File: config.mk
export PLATFORM = sky130hd
export DESIGN_NAME = sprite_selector
export DESIGN_NICKNAME = d
export VERILOG_FILES = /design/src/rtl/sprite_selector.sv
export SDC_FILE = /design/constraint.sdc
export NUM_CORES = 1
export LEC_CHECK = 0
export BUFFER_PORTS_ARGS = -buffer_cell sky130_fd_sc_hd__buf_2
export CAP_MARGIN = 20
export CORE_MARGIN = 3
export CORE_UTILIZATION = 58
export DETAILED_ROUTE_END_ITERATION = 8
export GPL_TIMING_DRIVEN = 0
export MAX_ROUTING_LAYER = met4
export PLACE_DENSITY = 0.79
export SLEW_MARGIN = 20
export SYNTH_ARGS = -nofsm -noshare
export SYNTH_HDL_FRONTEND = slang
export SYNTH_SLANG_ARGS = --single-unit
export TNS_END_PERCENT = 10
File: constraint.sdc
create_clock -name clk -period 4.6 [get_ports clk]
set_input_delay 0.92 -clock clk [delete_from_list [all_inputs] [get_ports clk]]
set_output_delay 0.92 -clock clk [all_outputs]
set_load 0.01 [all_outputs]
File: src/rtl/sprite_selector.sv
// Sprite selector: per-pixel hit test against double-buffered sprite positions,
// producing the sprite ROM address (stage 1) and the aligned mux select/hit (stage 2).
module sprite_selector #(
  parameter int M     = 2,
  parameter int B     = $clog2(M),
  parameter int SPR_W = 32,
  parameter int SPR_H = 32,
  parameter int AW    = $clog2(SPR_W*SPR_H)
) (
  input  logic          clk,
  input  logic          rst,
  input  logic [9:0]    pixel_x,
  input  logic [9:0]    pixel_y,
  input  logic          video_on,
  input  logic          frame_start,
  input  logic          pos_wr,
  input  logic [B-1:0]  pos_idx,
  input  logic [9:0]    pos_x,
  input  logic [9:0]    pos_y,
  input  logic          pos_en,
  output logic [AW-1:0] rom_addr,
  output logic [B-1:0]  s,
  output logic          hit
);

  localparam int XW = $clog2(SPR_W);
  localparam int YW = AW - XW;

  logic [9:0]    sh_x_q  [M];
  logic [9:0]    sh_y_q  [M];
  logic          sh_en_q [M];
  logic [9:0]    act_x_q [M];
  logic [9:0]    act_y_q [M];
  logic          act_en_q[M];

  logic [AW-1:0] rom_addr_q;
  logic          hit1_q;
  logic [B-1:0]  idx1_q;
  logic [B-1:0]  s_q;
  logic          hit_q;

  logic [M-1:0]  wr_sel;
  logic [M-1:0]  in_hit;
  logic          hit_d;
  logic [B-1:0]  idx_d;
  logic [9:0]    x_win;
  logic [9:0]    y_win;
  logic [XW-1:0] dx;
  logic [YW-1:0] dy;
  logic [AW-1:0] rom_addr_d;

  always_comb begin
    wr_sel = '0;
    for (int i = 0; i < M; i++) begin
      wr_sel[i] = pos_wr && (int'(pos_idx) == i);
    end
  end

  // 11-bit bounds so a sprite near the right/bottom edge clips instead of wrapping
  always_comb begin
    in_hit = '0;
    for (int i = 0; i < M; i++) begin
      in_hit[i] = act_en_q[i] & video_on
                & (pixel_x >= act_x_q[i])
                & ({1'b0, pixel_x} < ({1'b0, act_x_q[i]} + 11'(SPR_W)))
                & (pixel_y >= act_y_q[i])
                & ({1'b0, pixel_y} < ({1'b0, act_y_q[i]} + 11'(SPR_H)));
    end
  end

  // Scan downwards so the lowest covering index is the last one kept
  always_comb begin
    hit_d = 1'b0;
    idx_d = '0;
    x_win = '0;
    y_win = '0;
    for (int i = M - 1; i >= 0; i--) begin
      if (in_hit[i]) begin
        hit_d = 1'b1;
        idx_d = B'(i);
        x_win = act_x_q[i];
        y_win = act_y_q[i];
      end
    end
    dx         = XW'(pixel_x - x_win);
    dy         = YW'(pixel_y - y_win);
    rom_addr_d = hit_d ? {dy, dx} : '0;
  end

  always_ff @(posedge clk) begin
    if (rst) begin
      for (int i = 0; i < M; i++) begin
        sh_x_q[i]   <= '0;
        sh_y_q[i]   <= '0;
        sh_en_q[i]  <= 1'b0;
        act_x_q[i]  <= '0;
        act_y_q[i]  <= '0;
        act_en_q[i] <= 1'b0;
      end
      rom_addr_q <= '0;
      hit1_q     <= 1'b0;
      idx1_q     <= '0;
      s_q        <= '0;
      hit_q      <= 1'b0;
    end else begin
      for (int i = 0; i < M; i++) begin
        if (wr_sel[i]) begin
          sh_x_q[i]  <= pos_x;
          sh_y_q[i]  <= pos_y;
          sh_en_q[i] <= pos_en;
        end
        if (frame_start) begin
          act_x_q[i]  <= wr_sel[i] ? pos_x  : sh_x_q[i];
          act_y_q[i]  <= wr_sel[i] ? pos_y  : sh_y_q[i];
          act_en_q[i] <= wr_sel[i] ? pos_en : sh_en_q[i];
        end
      end
      rom_addr_q <= rom_addr_d;
      hit1_q     <= hit_d;
      idx1_q     <= idx_d;
      s_q        <= hit1_q ? idx1_q : '0;
      hit_q      <= hit1_q;
    end
  end

  assign rom_addr = rom_addr_q;
  assign s        = s_q;
  assign hit      = hit_q;

endmodule

==> results of run 1 <==
==> power by group <==
group	total (mW)	switching [mW]	leakage [nW]	internal, mW
sequential	1.07	0.0345	1.00	1.04
clock	0.531	0.324	0.0936	0.207
combinational	0.343	0.204	1.66	0.140
==> worst min-delay path by stage <==
stage                     to  startpoint  cells after the start
final                      s      idx1_q                      1
after global routing       s      idx1_q                      1
after CTS                  s      idx1_q                      1
after detailed placement   s      idx1_q                      1
after global placement     s      idx1_q                      1
after floorplan            s      idx1_q                      1
==> per-stage QoR <==
step                util [%]  cell area, sq um  setup WS [ns]  std cells
CTS                     66.5              6530          0.284        786
finish                  66.6              6540          0.302        786
detailed placement      64.6              6340         0.0679        770
floorplan                  -              5890          0.646        580
global placement        64.6              6340          0.100        770
global route            66.6              6540       0.000972        786
==> metal layers <==
metal / up-vias / GRT usage, %
li1: 2170 / -
met1: 2058 / 32.0
met2: 171 / 40.4
met3: 18 / 3.85
met4: 0 / 6.48
met5: - / -
==> flip-flops by register name, summed over array words and instances (netlist names) <==
name	count
rom_addr	10
act_y_q	20
sh_en_q	2
sh_x_q	20
sh_y_q	20
act_en_q	2
hit1_q	1
idx1_q	1
s	1
act_x_q	20
hit	1
==> cell usage after synthesis (14+ instances only) <==
master and instances:
a21oi_1 67, and2_1 23, clkbuf_1 16, dfxtp_1 14, edfxtp_1 84, ha_1 72
inv_1 53, nand2_1 97, nand3_1 19, nor2_1 19, xnor2_1 16
==> cell usage in the layout (no fill, tap or decap), types with 5 or more instances in the layout <==
cell type / instances
buf_2: 58
dfxtp_1: 14
xnor2_1: 16
nor2b_1: 10
o211ai_1: 5
and2_1: 23
clkbuf_8: 9
nand3_1: 19
a21oi_1: 67
o21ai_0: 12
nand4_1: 5
ha_1: 72
nand2_1: 97
clkbuf_1: 16
a21o_1: 12
nor2_1: 19
nand2b_1: 7
a31oi_1: 8
edfxtp_1: 84
inv_1: 53
==> timing repair <==
| action | in CTS | in global routing |
|---|---|---|
| buffers inserted | 0 | 0 |
| resized for setup | 0 | 2 |
| setup endpoints to repair | 0 | 2 |
| hold buffers | 0 | 0 |
==> kinds of logic (layout without fill, tap and decap cells) <==
kind of cell | Yosys count | in the layout | synth area share, %
AOI/OAI and AO/OA | 122 | 122 | 12.9
adders and majority gates | 74 | 74 | 16.0
and+or+nand+nor | 196 | 196 | 16.1
xor gates and xnor gates | 18 | 18 | 2.68
buffers and inverters | 72 | 145 | 4.80
DFF | 98 | 98 | 47.6
==> layout make-up <==
cell class	instances	share of cell area [%]
multi-input combinational	410	43.1
sequential	98	42.8
tap	133	2.54
buffer	19	1.28
inverter	53	3.04
clock inverter	7	0.937
clock buffer	9	1.89
timing repair buffer	57	4.36
==> critical path, cell delays in order (launching register included) <==
cell and delay, ns:
edfxtp_1 0.42, inv_1 0.09, nor3_2 0.29, xnor2_1 0.16, ha_1 0.27, a211oi_2 0.22, nor3b_2 0.20, o211ai_1 0.13
a311oi_2 0.35, and4_1 0.26, buf_6 0.15, nand2_1 0.06, nand2_1 0.07, ha_1 0.14, inv_1 0.06, fa_1 0.40
a21o_1 0.17, a21oi_1 0.18, xnor2_1 0.18, a21boi_1 0.28, a221oi_2 0.09
==> flow_summary.json, run 1 <==
{
  "syn_inst": 580,
  "die_h_um": 107,
  "fin_worst_skew_ns": 0.00977,
  "syn_area_sq_um": 5890,
  "cts_max_level": 3,
  "total_power_mw": 1.94,
  "status": "finished, final reports clean",
  "gr-total-overflow": 0,
  "crit_path_start_kind": "register",
  "hold_violations": 0,
  "synth.area.top_cells": "edfxtp_1, ha_1, nand2_1, a21oi_1, dfxtp_1",
  "grt_setup_unrepaired": "false",
  "end_kind": "register",
  "async_reset_ff_share_pct": 0,
  "nNetsFinal": 769,
  "pin_count": 59,
  "ys_types": 44,
  "crit_type": "reg2reg",
  "worstMarginPinSlew_ns": 1.09,
  "synth_top_area_cell": "edfxtp_1",
  "met3RoutedLength_um": 852,
  "synth_ff_type": "edfxtp_1",
  "hold_ws_ns": 0.440,
  "vias": 4417,
  "r2r-start": "act_y_q[0][5]",
  "fillerInstances": 802,
  "grt_pass1_wl_mm": 21.3,
  "required_ns": 4.83,
  "drv_slew": 0,
  "drt_iter0_drc": 300,
  "fin_crit_ns": 4.30,
  "finalCritPeriodShare_pct": 93.4,
  "initial_core_util_pct": 60.0,
  "avgSynthCellArea_sq_um": 10.2,
  "syn_nets": 701,
  "r2r-end": "rom_addr[9]",
  "leakagePower_nw": 2.75,
  "synth-seq-cells": 98,
  "ant_nets": 0,
  "setup_viol": 0,
  "antenna_found_initial": 0,
  "cts_tree": "yes",
  "cts_buffer_depth": 2,
  "wire_per_inst_um": 16.5,
  "rrSetupSlack_ns": 0.30,
  "top_layer_used": "met4",
  "area_delta_synth_final_pct": 11.0,
  "grt_max_degree": 43,
  "antenna_cells": 0,
  "clock_latency_ns": 0.37,
  "root_buffer": "clkbuf_8",
  "critPathLaunch": "act_y_q[0][5]",
  "grt_util_all_layers_pct": 24.5,
  "clk_pin_slew_ns": 0.10,
  "cts_buffers": 9,
  "ir_worst_vdd_uv": 223,
  "drt-total-wl_mm": 13.0,
  "core_sq_um": 9820,
  "synth_enable_flop_cells": 84,
  "route.met2.wl_mm": 6.28,
  "hpwl_mm": 10.1,
  "cellPowerDensity_nw_per_um2": 297,
  "crit_arrival_ns": 4.53,
  "grt_pass1_vias": 4450,
  "synth_top_area_share_pct": 42.8,
  "cts.sinks": 98,
  "die_area_sq_um": 11400,
  "vias_per_cell": 5.62,
  "max-slew-margin-rel_pct": 27.4,
  "layout-drive-gt1-share_pct": 13.8,
  "drt-pass1-iter-count": 4,
  "yosys_warnings": 0,
  "rr_worst_depth": 20,
  "crit_end": "rom_addr[9]",
  "max_freq_mhz": 233,
  "io_buffers": 57,
  "seq_area_frac_synth_pct": 47.6,
  "drc": 0,
  "rows": 36,
  "register_area_sq_um": 2800,
  "multiInputGateArea_sq_um": 2820,
  "place.gp.congestion": 0.918,
  "critPathMaxFanout": 7,
  "die_w_um": 107,
  "fin_tns_setup_ns": 0,
  "drv_cap": 0,
  "wl_met1_mm": 5.66,
  "hp-class": "reg2reg"
}
No activity file was read; power rests on OpenSTA's default activity.
==> run 2: changes to the inputs <==
--- a/config.mk
+++ b/config.mk
@@ -7,12 +7,15 @@
 export LEC_CHECK = 0
 export BUFFER_PORTS_ARGS = -buffer_cell sky130_fd_sc_hd__buf_2
 export CAP_MARGIN = 20
+export CELL_PAD_IN_SITES_DETAIL_PLACEMENT = 0
+export CELL_PAD_IN_SITES_GLOBAL_PLACEMENT = 2
 export CORE_MARGIN = 3
-export CORE_UTILIZATION = 58
+export CORE_UTILIZATION = 39
 export DETAILED_ROUTE_END_ITERATION = 8
 export GPL_TIMING_DRIVEN = 0
 export MAX_ROUTING_LAYER = met4
-export PLACE_DENSITY = 0.79
+export PLACE_DENSITY_LB_ADDON = 0.1
+export RECOVER_POWER = 25
 export SLEW_MARGIN = 20
 export SYNTH_ARGS = -nofsm -noshare
 export SYNTH_HDL_FRONTEND = slang
==> flow_summary.json, run 2 (synthesis results as in run 1) <==
{
  "ir_worst_vdd_uv": 165,
  "die_w_um": 129,
  "crit_arrival_ns": 4.41,
  "layout_commonest_cell": "nand2_1",
  "hold_ws_ns": 0.425,
  "antenna_found_initial": 0,
  "final_cell_mix": "nand2_1, edfxtp_1, ha_1",
  "cts_buffer_depth": 2,
  "cts_buffers": 9,
  "root_buffer": "clkbuf_16",
  "finalCritPeriodShare_pct": 91.5,
  "layout-drive-gt1-share_pct": 12.1,
  "vias_per_cell": 5.04,
  "antenna_cells": 0,
  "drv_slew": 0,
  "cts_max_level": 3,
  "place_area_sq_um": 6410,
  "hpwl_mm": 10.5,
  "drt_iter0_drc": 249,
  "grt_util_all_layers_pct": 18.0,
  "max-slew-margin-rel_pct": 25.6,
  "crit_path_start_kind": "register",
  "grt_pass1_wl_mm": 22.2,
  "grt_pass1_vias": 4242,
  "die_area_sq_um": 16600,
  "ant_nets": 0,
  "hold_violations": 0,
  "pin_count": 59,
  "max_freq_mhz": 237,
  "hp-class": "reg2reg",
  "drv_cap": 0,
  "slowest_stage": "edfxtp_1",
  "crit_type": "reg2reg",
  "drt-total-wl_mm": 13.6,
  "grt_setup_unrepaired": "false",
  "io_buffers": 57,
  "nNetsFinal": 768,
  "rows": 44,
  "drt-pass1-iter-count": 4,
  "end_kind": "register",
  "finalNonFillerCells": 836,
  "initial_core_util_pct": 40.2,
  "required_ns": 4.80,
  "area_delta_synth_final_pct": 13.9,
  "critPathMaxFanout": 7,
  "status": "finished, final reports clean",
  "cts_tree": "yes",
  "dp.cells": 821,
  "fillerInstances": 1398,
  "core_sq_um": 14600,
  "clk_pin_slew_ns": 0.07,
  "clock_latency_ns": 0.36,
  "grt_max_degree": 43,
  "fin_crit_ns": 4.21,
  "total_power_mw": 2.16,
  "gr-total-overflow": 0,
  "leakagePower_nw": 2.75,
  "cellPowerDensity_nw_per_um2": 322,
  "fin_worst_skew_ns": 0.0138,
  "drc": 0,
  "place.gp.congestion": 0.844,
  "die_h_um": 129,
  "wire_per_inst_um": 16.3,
  "finalInstanceArea_sq_um": 6710,
  "vias": 4212,
  "path_cells": "inv_1 -> nor3_4 -> xnor2_1 -> ha_1 -> a211oi_2 -> nor3b_2 -> o211ai_1 -> a311oi_2 -> and4_1 -> buf_6 -> nand2_1 -> nand2_1 -> ha_1 -> inv_1 -> fa_1 -> a21o_1 -> a21oi_1 -> xnor2_1 -> a21boi_1 -> a221oi_2",
  "cp_slowest_stage_delay_ns": 0.40,
  "cts.sinks": 98,
  "setup_viol": 0,
  "worstMarginPinSlew_ns": 1.12
}
## run 2: changes by cell type in the layout (fill, tap and decap cells not counted), moves of 2 or more
cell / change
buf_2: -13
clkbuf_8: -9
clkbuf_16: +9
inv_6: +2
and2_0: +16
clkbuf_1: +12
and2_1: -16
## run 2: metrics by stage
| step | setup slack, ns | TNS, ns | utilization [%] |
|---|---|---|---|
| after global routing | 0.0297 | 0 | 45.8 |
| after floorplan | 0.646 | 0 | - |
| final | 0.389 | 0 | 45.8 |
| after global placement | -0.190 | -0.339 | 43.8 |
| after detailed placement | -0.204 | -0.353 | 43.8 |
| after CTS | 0.171 | 0 | 45.8 |
## run 2: cell type report
cell class	count	area (sq um)	area share, %
multi-input cells	410	2830	42.2
flip-flops and latches	98	2800	41.8
repair buffers	57	270	4.03
well taps	184	230	3.43
clock buffers	9	225	3.36
inverters	53	199	2.96
plain buffers	18	78.8	1.17
clock inverters	7	71.3	1.06
## run 2: critical path: cells and delay by family (launching register included)
kind                       cells  cell delay (ns)
buffers and inverters          3             0.33
and+or+nand+nor                5             0.82
adders and majority gates      3             0.81
DFF                            1             0.40
xor gates and xnor gates       2             0.34
AOI/OAI and AO/OA              7             1.36
## run 2: metal layers
layer  global-route usage, %  vias up  share of wire (%)  wire [um]
li1                        -     2173                  -          -
met1                    25.3     1945                 51       6920
met2                    26.3       79                 44       5960
met3                    3.49       15                3.9        528
met4                    5.37        0                1.4        188
met5                       -        -                  0          0
## run 2: worst paths after layout
path,slack [ns],cells past startpoint,start,to
worst max-delay path,0.39,20,act_y_q[0][5],rom_addr[9]
worst min register to register,0.43,1,idx1_q,s
worst min-delay path,0.43,1,idx1_q,s
worst max register to register,0.39,20,act_y_q[0][5],rom_addr[9]
## run 2: repair_timing
item	in CTS	in global routing
endpoints found under the setup margin	0	2
buffers inserted	0	0
hold buffers	0	0
gates resized for setup	0	4
## run 2: where the power goes
part,internal [mW],total (mW),leakage (nW),switching (mW)
clock,0.383,0.748,0.146,0.365
sequential,1.04,1.07,1.00,0.0343
combinational,0.138,0.341,1.60,0.203
